**src/rtl/print_scheduler_if.sv**
```systemverilog
// Request/print bundle for print_scheduler. req0/req1 are single-cycle pulses,
// and the scheduler captures the matching val on the cycle its req is high.
interface print_scheduler_if;
    logic        req0;
    logic [15:0] val0;
    logic        req1;
    logic [15:0] val1;
    logic        print_en;
    logic [15:0] value;
    logic        busy;
    logic [1:0]  pending;
    logic [1:0]  overflow;
    logic [1:0]  fsm_state;

    // Handshake: a request has no ready. It is accepted when its slot is empty
    // or is being granted that same cycle, and otherwise it is dropped and flagged in overflow.
    // print_en is a one-cycle strobe, and value holds steady until the next grant.
    modport master (
        output req0, val0, req1, val1,
        input  print_en, value, busy, pending, overflow, fsm_state
    );
    modport slave (
        input  req0, val0, req1, val1,
        output print_en, value, busy, pending, overflow, fsm_state
    );
endinterface

```
**src/rtl/print_scheduler.sv**
```systemverilog
// Two-slot print scheduler that shares one UART printer with a fixed post-print holdoff.
// Define PRINT_SCHED_ROUND_ROBIN_EN for round-robin arbitration; otherwise slot 0 has fixed priority.
module print_scheduler #(
    parameter int CLKS_PER_BIT    = 1085,
    parameter int CHARS_PER_PRINT = 8,
    parameter int HOLD_CYCLES     = CLKS_PER_BIT * 10 * CHARS_PER_PRINT
) (
    input logic               clk,
    input logic               rst_n,
    print_scheduler_if.slave  bus
);
    localparam int CW = $clog2(HOLD_CYCLES);

    typedef enum logic [1:0] {
        IDLE  = 2'd0,
        ISSUE = 2'd1,
        WAIT  = 2'd2
    } state_t;

    state_t        state, state_nxt;
    logic [CW-1:0] cnt, cnt_nxt;
    logic [15:0]   slot0, slot1;
    logic [15:0]   value_q, value_nxt;
    logic [1:0]    pending_q, overflow_q;
    logic [1:0]    req, accept, grant_now;
    logic          grant_en;
    logic          gnt;

`ifdef PRINT_SCHED_ROUND_ROBIN_EN
    logic last;

    always_comb begin
        gnt = pending_q[1];
        if (pending_q == 2'b11) gnt = ~last;
    end
`else
    // Slot 1 is granted only when slot 0 is empty.
    always_comb begin
        gnt = ~pending_q[0];
    end
`endif

    assign req = {bus.req1, bus.req0};

    always_comb begin
        state_nxt = state;
        cnt_nxt   = cnt;
        value_nxt = value_q;
        grant_en  = 1'b0;
        case (state)
            IDLE: begin
                if (pending_q != 2'b00) begin
                    grant_en  = 1'b1;
                    value_nxt = gnt ? slot1 : slot0;
                    cnt_nxt   = CW'(HOLD_CYCLES - 1);
                    state_nxt = ISSUE;
                end
            end
            ISSUE: begin
                // Counting down through ISSUE makes WAIT last HOLD_CYCLES-1 cycles.
                cnt_nxt   = cnt - CW'(1);
                state_nxt = WAIT;
            end
            WAIT: begin
                if (cnt == '0) state_nxt = IDLE;
                else           cnt_nxt   = cnt - CW'(1);
            end
            default: state_nxt = IDLE;
        endcase
    end

    assign grant_now = grant_en ? (gnt ? 2'b10 : 2'b01) : 2'b00;
    assign accept    = req & (~pending_q | grant_now);

    always_ff @(posedge clk) begin
        if (!rst_n) begin
            state      <= IDLE;
            cnt        <= '0;
            value_q    <= 16'd0;
            slot0      <= 16'd0;
            slot1      <= 16'd0;
            pending_q  <= 2'b00;
            overflow_q <= 2'b00;
`ifdef PRINT_SCHED_ROUND_ROBIN_EN
            last       <= 1'b1;
`endif
        end else begin
            state      <= state_nxt;
            cnt        <= cnt_nxt;
            value_q    <= value_nxt;
            pending_q  <= accept | (pending_q & ~grant_now);
            overflow_q <= overflow_q | (req & ~accept);
            if (accept[0]) slot0 <= bus.val0;
            if (accept[1]) slot1 <= bus.val1;
`ifdef PRINT_SCHED_ROUND_ROBIN_EN
            if (grant_en) last <= gnt;
`endif
        end
    end

    assign bus.print_en  = (state == ISSUE);
    assign bus.busy      = (state != IDLE);
    assign bus.value     = value_q;
    assign bus.pending   = pending_q;
    assign bus.overflow  = overflow_q;
    assign bus.fsm_state = state;
endmodule

```
**src/flat_wrapper.sv**
```systemverilog
// flat-port wrapper written by rule: the top's interface ports become plain ports
module print_scheduler_flat 
#(
    parameter int CLKS_PER_BIT    = 1085,
    parameter int CHARS_PER_PRINT = 8,
    parameter int HOLD_CYCLES     = CLKS_PER_BIT * 10 * CHARS_PER_PRINT
)
  (clk, rst_n, bus_req0, bus_val0, bus_req1, bus_val1, bus_print_en, bus_value, bus_busy, bus_pending, bus_overflow, bus_fsm_state);
  print_scheduler_if bus_i ();
  input logic clk;
  input logic rst_n;
  input wire logic [$bits(bus_i.req0)-1:0] bus_req0;
  input wire logic [$bits(bus_i.val0)-1:0] bus_val0;
  input wire logic [$bits(bus_i.req1)-1:0] bus_req1;
  input wire logic [$bits(bus_i.val1)-1:0] bus_val1;
  output wire logic [$bits(bus_i.print_en)-1:0] bus_print_en;
  output wire logic [$bits(bus_i.value)-1:0] bus_value;
  output wire logic [$bits(bus_i.busy)-1:0] bus_busy;
  output wire logic [$bits(bus_i.pending)-1:0] bus_pending;
  output wire logic [$bits(bus_i.overflow)-1:0] bus_overflow;
  output wire logic [$bits(bus_i.fsm_state)-1:0] bus_fsm_state;
  assign bus_i.req0 = bus_req0;
  assign bus_i.val0 = bus_val0;
  assign bus_i.req1 = bus_req1;
  assign bus_i.val1 = bus_val1;
  assign bus_print_en = bus_i.print_en;
  assign bus_value = bus_i.value;
  assign bus_busy = bus_i.busy;
  assign bus_pending = bus_i.pending;
  assign bus_overflow = bus_i.overflow;
  assign bus_fsm_state = bus_i.fsm_state;
  print_scheduler #(.CLKS_PER_BIT(CLKS_PER_BIT), .CHARS_PER_PRINT(CHARS_PER_PRINT), .HOLD_CYCLES(HOLD_CYCLES)) u_core (.clk(clk), .rst_n(rst_n), .bus(bus_i));
endmodule
```
**config.mk**
```make
export PLATFORM = sky130hd
export DESIGN_NAME = print_scheduler_flat
export DESIGN_NICKNAME = d
export VERILOG_FILES = /design/src/rtl/print_scheduler_if.sv /design/src/rtl/print_scheduler.sv /design/src/flat_wrapper.sv
export SDC_FILE = /design/constraint.sdc
export NUM_CORES = 1
export LEC_CHECK = 0
export ABC_AREA = 1
export BUFFER_PORTS_ARGS = -buffer_cell sky130_fd_sc_hd__buf_2
export CORE_ASPECT_RATIO = 0.75
export CORE_MARGIN = 2
export CORE_UTILIZATION = 39
export DETAILED_ROUTE_END_ITERATION = 10
export PLACE_DENSITY_LB_ADDON = 0.25
export SYNTH_ARGS = -nofsm -noshare
export SYNTH_HDL_FRONTEND = slang
export SYNTH_SLANG_ARGS = --single-unit
```
**constraint.sdc**
```tcl
create_clock -name clk -period 1.9 [get_ports clk]
set_clock_uncertainty 0.15 [all_clocks]
set_input_delay 0.475 -clock clk [delete_from_list [all_inputs] [get_ports clk]]
set_output_delay 0.475 -clock clk [all_outputs]
set_load 0.05 [all_outputs]
```
==> flow_summary.json, run 1 <==
{
  "hold_viol": 0,
  "synth_fa_ha_area_share_pct": 1.90,
  "min_path_type": "in2reg",
  "power_density_nw_per_um2": 1150,
  "nets": 559,
  "yosysMostFrequentCell": "nor2_1",
  "synth.area.top_cells": "dfxtp_1, nor2_1, nand2_1",
  "cp-start-kind": "flop",
  "r2r_slack_ps": 130,
  "wl_per_cell_um": 12.8,
  "end_kind": "primary output",
  "vias_per_cell": 4.92,
  "crit_required_ps": 1270,
  "design_area_um2": 4040,
  "synth_top_area_share_pct": 43.2,
  "synth_nets": 497,
  "synthCells": 456,
  "clk_path_buf_depth": 2,
  "synth_area_leader_cell": "dfxtp_1",
  "rsz0062_at_grt": "false",
  "cts_buffers": 9,
  "grt_usage_pct": 18.5,
  "slew_headroom_pct": 74.5,
  "max_stage_delay_ps": 350,
  "status": "complete, no violations",
  "drv_cap": 0,
  "root_buffer": "clkbuf_16",
  "tritoncts": "built",
  "grt_max_degree": 34,
  "holdBufCountCts": 0,
  "power_leakage_nw": 1.76,
  "synth-seq-cells": 71,
  "async_reset_ff_share_pct": 0,
  "synth_compound_area_share_pct": 15.6,
  "min_period_over_period_pct": 97.4,
  "htreeDepth": 3,
  "grt_pass1_wl_mm": 13.5,
  "ys_types": 33,
  "drv_slew": 0,
  "synth_common_cells": "nor2_1, nand2_1, dfxtp_1",
  "areaGrowthSynthToFinish_pct": 22.6,
  "path_class": "reg2out",
  "antenna_left": 0,
  "coreArea_um2": 8060,
  "grt_pass1_vias": 2879,
  "io-pin-count": 60,
  "synth_edf_count": 0,
  "worstPathCellList": "inv_2 > ha_4 > clkinvlp_4 > buf_6",
  "hold_slack_ps": 212,
  "wirelength_mm": 8.03,
  "synthMuxAreaShare_pct": 0,
  "drt_iter0_markers": 151,
  "die_width_um": 110,
  "drive_gt1_share_pct": 25.5,
  "tightest_slew_ps": 381,
  "antenna_found_initial": 0,
  "synth_seq_area_share_pct": 43.2,
  "synth_ff_type": "dfxtp_1",
  "overflow": 0,
  "setup_viol": 0,
  "fillers": 792,
  "portBuffers": 59,
  "finalCriticalPeriod_ps": 1850,
  "synthSimpleGateAreaFrac_pct": 31.5,
  "ir_drop_mv": 0.561,
  "insertedDiodeCount": 0,
  "insertion_delay_ps": 330,
  "place.gp.congestion": 0.810,
  "synth_top_family_by_area": "simple AND/OR/NAND/NOR gates",
  "die_h_um": 83.6,
  "clock-sinks": 71,
  "path_max_fanout": 5,
  "syn_area_um2": 3290,
  "fin_util_pct": 50.1,
  "yosys_warnings": 0,
  "clock.fmax_ghz": 0.541,
  "fp-row-count": 28,
  "die_area_um2": 9200,
  "synth_xor_area_share_pct": 0.798,
  "placed_cell_area_um2": 3730,
  "cp_data_arrival_time_ps": 1220,
  "detailedRoute.firstPassIterationCount": 4,
  "slowest_stage": "dfxtp_2",
  "floorplan.initialDensity_pct": 40.9,
  "via_count": 3083,
  "dp_hpwl_mm": 5.56,
  "route.detailed.drc": 0,
  "path_clk_slew_ps": 60,
  "avgSynthCellArea_um2": 7.22
}
final timing paths:
check	cells after the start	to	from
min	3	u_core.slot0[1]	bus_val0[1]
max reg2reg	8	u_core.slot1[14]	u_core.bus.fsm_state[1]
max	4	bus_busy	u_core.bus.fsm_state[1]
min reg2reg	2	u_core.bus.overflow[1]	u_core.bus.overflow[1]
state kept, by name (all words and copies together), names as in the netlist:
name / cells
u_core.bus.value: 16
u_core.bus.pending: 2
u_core.cnt: 17
u_core.slot1: 16
u_core.slot0: 16
u_core.bus.fsm_state: 2
u_core.bus.overflow: 2
cells by family (layout without fill, tap and decap cells):
kind of cell / count (synthesis) / count (layout)
buffers and inverters: 50 / 116
DFF: 71 / 71
adders and majority gates: 5 / 5
and+or+nand+nor: 238 / 238
xor gates and xnor gates: 3 / 3
AOI/OAI and AO/OA: 89 / 89
repair_timing:
| item | CTS | global route |
|---|---|---|
| buffers inserted | 1 | 0 |
| resized for setup | 3 | 5 |
| pin swaps | 1 | 0 |
| endpoints found under the setup margin | 4 | 17 |
worst max-delay path: cells and delay by family, from the launching register on:
family	cells	cell delay, ps
adder cells (fa/ha/maj)	1	170
buffers and inverters	3	370
flip-flops	1	350
placed cells by master, fill, tap and decap left out, drive strengths merged:
master and count:
a21oi 22, a31oi 16, buf 71, clkbuf 11
clkinv 5, clkinvlp 2, dfxtp 71, ha 5
inv 27, nand2 102, nand3 18, nand3b 2
nand4 3, nor2 109, nor3 1, nor3b 1
o21ai 51, or2 2, xnor2 2, xor2 1
routing by layer:
metal  GRT usage (%)  part of all wire, %  up-vias
li1                -                    -     1595
met1            26.3                   50     1389
met2            26.8                   43       88
met3            5.23                  6.0       11
met4            5.80                  1.4        0
met5               0                    0        -
per-stage QoR:
step	instances	setup TNS [ps]	setup slack, ps	total power, mW
2_1_floorplan	456	0	19.5	2.81
3_3_place_gp	611	0	81.4	3.08
3_5_place_dp	611	-1.70	-1.46	3.10
4_1_cts	627	0	14.9	4.67
5_1_grt	627	0	9.86	4.91
6_report	627	0	50.0	4.65
power by group:
part           total (mW)  switching, mW  leakage (nW)  internal [mW]
logic                1.33          0.902          1.04          0.429
registers            1.78          0.117         0.588           1.66
clock network        1.54          0.634         0.134          0.910
final cells by class:
| cell class | count | area [um^2] | share of cell area [%] |
|---|---|---|---|
| Clock buffer | 10 | 239 | 5.92 |
| Clock inverter | 5 | 35.0 | 0.868 |
| Inverter | 29 | 113 | 2.79 |
| Multi-Input combinational cell | 335 | 1670 | 41.3 |
| Sequential cell | 71 | 1420 | 35.3 |
| Tap cell | 105 | 131 | 3.25 |
| Timing Repair Buffer | 72 | 427 | 10.6 |
Power figures use the tool's default switching activity.
==> run 2: changes to the inputs <==
==> constraint.sdc (replaced) <==
create_clock -name clk -period 1.97 [get_ports clk]
set_clock_uncertainty 0.15 [all_clocks]
set_input_delay 0.4925 -clock clk [delete_from_list [all_inputs] [get_ports clk]]
set_output_delay 0.4925 -clock clk [all_outputs]
set_load 0.05 [all_outputs]
==> flow_summary.json, run 2 (synthesis results as in run 1) <==
{
  "fin_total_pwr_mw": 4.76,
  "place.gp.congestion": 0.812,
  "grt_usage_pct": 18.7,
  "route.detailed.drc": 0,
  "top_register": "u_core.cnt",
  "overflow": 0,
  "drt_iter0_markers": 189,
  "min_path_type": "in2reg",
  "drv_cap": 0,
  "grt_max_degree": 34,
  "min_period_over_period_pct": 96.4,
  "power_leakage_nw": 1.77,
  "hold_viol": 0,
  "finalCriticalPeriod_ps": 1900,
  "antenna_found_initial": 0,
  "status": "complete, no violations",
  "fillers": 808,
  "setup_tns_ps": 0,
  "crit_required_ps": 1330,
  "cp-start-kind": "flop",
  "path_max_fanout": 5,
  "cts_buffers": 9,
  "insertedDiodeCount": 0,
  "tritoncts": "built",
  "path_clk_slew_ps": 60,
  "io-pin-count": 60,
  "coreArea_um2": 8060,
  "fp-row-count": 28,
  "setup_viol": 0,
  "holdBufCountCts": 0,
  "floorplan.initialDensity_pct": 40.9,
  "cp_data_arrival_time_ps": 1260,
  "tightest_slew_ps": 389,
  "clock.fmax_ghz": 0.526,
  "hold_slack_ps": 232,
  "detailedRoute.firstPassIterationCount": 5,
  "largest_reg_flops": 17,
  "clk_path_buf_depth": 2,
  "fin_util_pct": 50.5,
  "grt_pass1_vias": 2849,
  "final_common_cell": "nor2_1",
  "path_class": "reg2out",
  "antenna_left": 0,
  "insertion_delay_ps": 330,
  "slew_headroom_pct": 74.0,
  "seqCellArea_um2": 1420,
  "htreeDepth": 3,
  "layout.cells.most_common_list": "nor2_1, nand2_1, dfxtp_1",
  "die_area_um2": 9200,
  "root_buffer": "clkbuf_16",
  "rsz0062_at_grt": "false",
  "nets": 557,
  "drv_slew": 0,
  "dp_hpwl_mm": 5.86,
  "areaGrowthSynthToFinish_pct": 23.4,
  "wl_per_cell_um": 13.2,
  "clock-sinks": 71,
  "via_count": 3078,
  "power_density_nw_per_um2": 1170,
  "ir_drop_mv": 0.693,
  "wirelength_mm": 8.26,
  "drive_gt1_share_pct": 25.0,
  "multiInputGateArea_um2": 1670,
  "die_width_um": 110,
  "die_h_um": 83.6,
  "vias_per_cell": 4.92,
  "end_kind": "primary output",
  "grt_pass1_wl_mm": 13.5,
  "portBuffers": 59
}
## run 2: final timing paths
kind	start	to	slack, ps	cells past startpoint
hold / removal	bus_val0[7]	u_core.slot0[7]	230	3
setup reg to reg	u_core.cnt[0]	u_core.cnt[9]	190	9
setup / recovery	u_core.bus.fsm_state[1]	bus_busy	70	4
hold reg to reg	u_core.bus.overflow[1]	u_core.bus.overflow[1]	300	2
## run 2: where the power goes
part | switching [mW] | leakage [nW] | internal, mW | total, mW
Sequential | 0.114 | 0.588 | 1.60 | 1.72
Combinational | 0.872 | 1.03 | 0.408 | 1.28
Clock | 0.618 | 0.156 | 1.14 | 1.76
## run 2: metrics by stage
stage	setup WS, ps	area [um^2]	instances
after global placement	107	3700	609
final	70.3	4070	626
after detailed placement	43.8	3700	609
after CTS	1.66	4040	625
after floorplan	4.82	3300	456
after global routing	12.1	4070	626
## run 2: metal layers
metal	global-route usage [%]	up-vias	routed length, um
met5	0	-	0
met4	6.14	0	35
met3	5.31	2	435
met2	26.0	62	3410
met1	27.5	1419	4380
li1	-	1595	-
## run 2: area by class of cell
cell class	count	area share, %
clock buffers	11	5.97
clock inverters	5	2.00
inverters	29	2.77
multi-input cells	335	41.0
flip-flops and latches	71	35.0
well taps	105	3.23
repair buffers	70	10.0
## run 2: what timing repair did
item                                    CTS  global route
pin swaps                                 0             1
endpoints found under the setup margin    1            15
buffers inserted                          0             1
gates cloned                              0             0
resized for setup                         2             5
hold endpoints to repair                  0             0
## run 2: critical path, stage by stage (launching register included)
cell and delay, ps:
dfxtp_2 350, inv_2 80, ha_4 180, clkinvlp_4 120, buf_4 200
==> run 3: changes to the inputs <==
--- a/config.mk
+++ b/config.mk
@@ -8,7 +8,6 @@
 export ABC_AREA = 1
 export BUFFER_PORTS_ARGS = -buffer_cell sky130_fd_sc_hd__buf_2
 export CORE_ASPECT_RATIO = 0.75
-export CORE_MARGIN = 2
 export CORE_UTILIZATION = 39
 export DETAILED_ROUTE_END_ITERATION = 10
 export PLACE_DENSITY_LB_ADDON = 0.25
==> flow_summary.json, run 3 (synthesis results as in run 1) <==
{
  "critPathCapture": "bus_busy",
  "cp_data_arrival_time_ps": 1260,
  "crit_start": "u_core.bus.fsm_state[0]",
  "drv_slew": 0,
  "tightest_slew_ps": 339,
  "min_period_over_period_pct": 96.5,
  "die_h_um": 81.6,
  "ff2ff_path_depth": 9,
  "end_kind": "primary output",
  "crit_required_ps": 1330,
  "insertion_delay_ps": 350,
  "path_max_fanout": 5,
  "path_clk_slew_ps": 80,
  "root_buffer": "clkbuf_8",
  "wl_per_cell_um": 13.1,
  "nets": 557,
  "clock-sinks": 71,
  "power_leakage_nw": 1.70,
  "holdBufCountCts": 0,
  "vias_per_cell": 4.97,
  "floorplan.initialDensity_pct": 41.0,
  "overflow": 0,
  "ir_drop_mv": 0.434,
  "min_path_type": "in2reg",
  "coreArea_um2": 8020,
  "design_area_um2": 3920,
  "cp-start-kind": "flop",
  "path_class": "reg2out",
  "dp_hpwl_mm": 5.69,
  "status": "complete, no violations",
  "multiInputGateArea_um2": 1670,
  "htreeDepth": 3,
  "r2r_end": "u_core.cnt[16]",
  "via_count": 3105,
  "seqCellArea_um2": 1420,
  "tritoncts": "built",
  "insertedDiodeCount": 0,
  "grt_max_degree": 34,
  "finalCriticalPeriod_ps": 1900,
  "layout.cells.most_common_list": "nor2_1, nand2_1, dfxtp_1",
  "fp-row-count": 28,
  "place.gp.congestion": 0.839,
  "drv_cap": 0,
  "r2r_slack_ps": 190,
  "cts_buffers": 9,
  "die_area_um2": 8820,
  "detailedRoute.firstPassIterationCount": 4,
  "power_density_nw_per_um2": 1030,
  "die_width_um": 108,
  "placed_cell_area_um2": 3700,
  "final_common_cell": "nor2_1",
  "grt_pass1_vias": 2835,
  "fin_util_pct": 48.8,
  "setup_viol": 0,
  "clock.fmax_ghz": 0.526,
  "r2r_start": "u_core.cnt[0]",
  "slew_headroom_pct": 77.3,
  "io-pin-count": 60,
  "areaGrowthSynthToFinish_pct": 18.9,
  "clk_path_buf_depth": 2,
  "route.detailed.drc": 0,
  "portBuffers": 59,
  "top_register": "u_core.cnt",
  "antenna_found_initial": 0,
  "antenna_left": 0,
  "grt_pass1_wl_mm": 13.7,
  "fillers": 814,
  "drive_gt1_share_pct": 24.8,
  "hold_viol": 0,
  "largest_reg_flops": 17,
  "wirelength_mm": 8.20,
  "grt_usage_pct": 20.6,
  "drt_iter0_markers": 224
}
run 3: cell count changes in the layout (fill, tap and decap cells not counted), moves of 2 or more:
cell and change:
buf_6 +2, clkbuf_8 +9, bufinv_16 -2, clkbuf_16 -9
run 3: layout make-up:
class / count / share of cell area [%]
clock buffers: 12 / 3.71
clock inverters: 3 / 0.511
inverters: 29 / 2.88
multi-input cells: 335 / 42.6
flip-flops and latches: 71 / 36.4
well taps: 105 / 3.35
repair buffers: 70 / 10.6
run 3: how the worst min path moves through the flow:
stage                           startpoint                      to  slack (ps)  cells after the start
floorplan                   u_core.cnt[16]          u_core.cnt[16]         290                      2
global placement            u_core.cnt[16]          u_core.cnt[16]         300                      2
detailed placement  u_core.bus.overflow[0]  u_core.bus.overflow[0]         310                      2
CTS                           bus_val0[11]        u_core.slot0[11]         200                      3
global route                  bus_val0[11]        u_core.slot0[11]         190                      3
finish                         bus_val0[9]         u_core.slot0[9]         210                      3
run 3: repair_timing:
item | in CTS | in global routing
resized for setup | 4 | 6
pin swaps | 1 | 1
buffers inserted | 0 | 1
endpoints found under the setup margin | 2 | 15
run 3: routing by layer:
layer | wire, um | track usage (%) | up-vias
met5 | 0 | 0 | -
met4 | 25 | 4.11 | 0
met3 | 496 | 7.06 | 4
met2 | 3480 | 31.1 | 76
met1 | 4200 | 28.3 | 1441
li1 | - | - | 1584
run 3: critical path: stages (launching register included):
cell        delay (ps)
dfxtp_2            350
inv_2               80
ha_4               180
clkinvlp_4         130
buf_6              170
run 3: metrics by stage:
step	hold slack (ps)	TNS [ps]	setup slack, ps	power [mW]	std cells
2_1_floorplan	293	0	4.82	2.70	456
3_3_place_gp	303	0	110	2.98	609
3_5_place_dp	313	0	69.4	3.00	609
4_1_cts	197	0	1.10	4.04	624
5_1_grt	194	-0.324	-0.324	4.31	625
6_report	211	0	69.6	4.03	625
run 3: where the power goes:
part           internal [mW]  leakage [nW]  switching [mW]
combinational          0.420          1.03           0.880
clock                  0.483        0.0785           0.533
sequential              1.60         0.588           0.115
total                   2.50          1.70            1.53
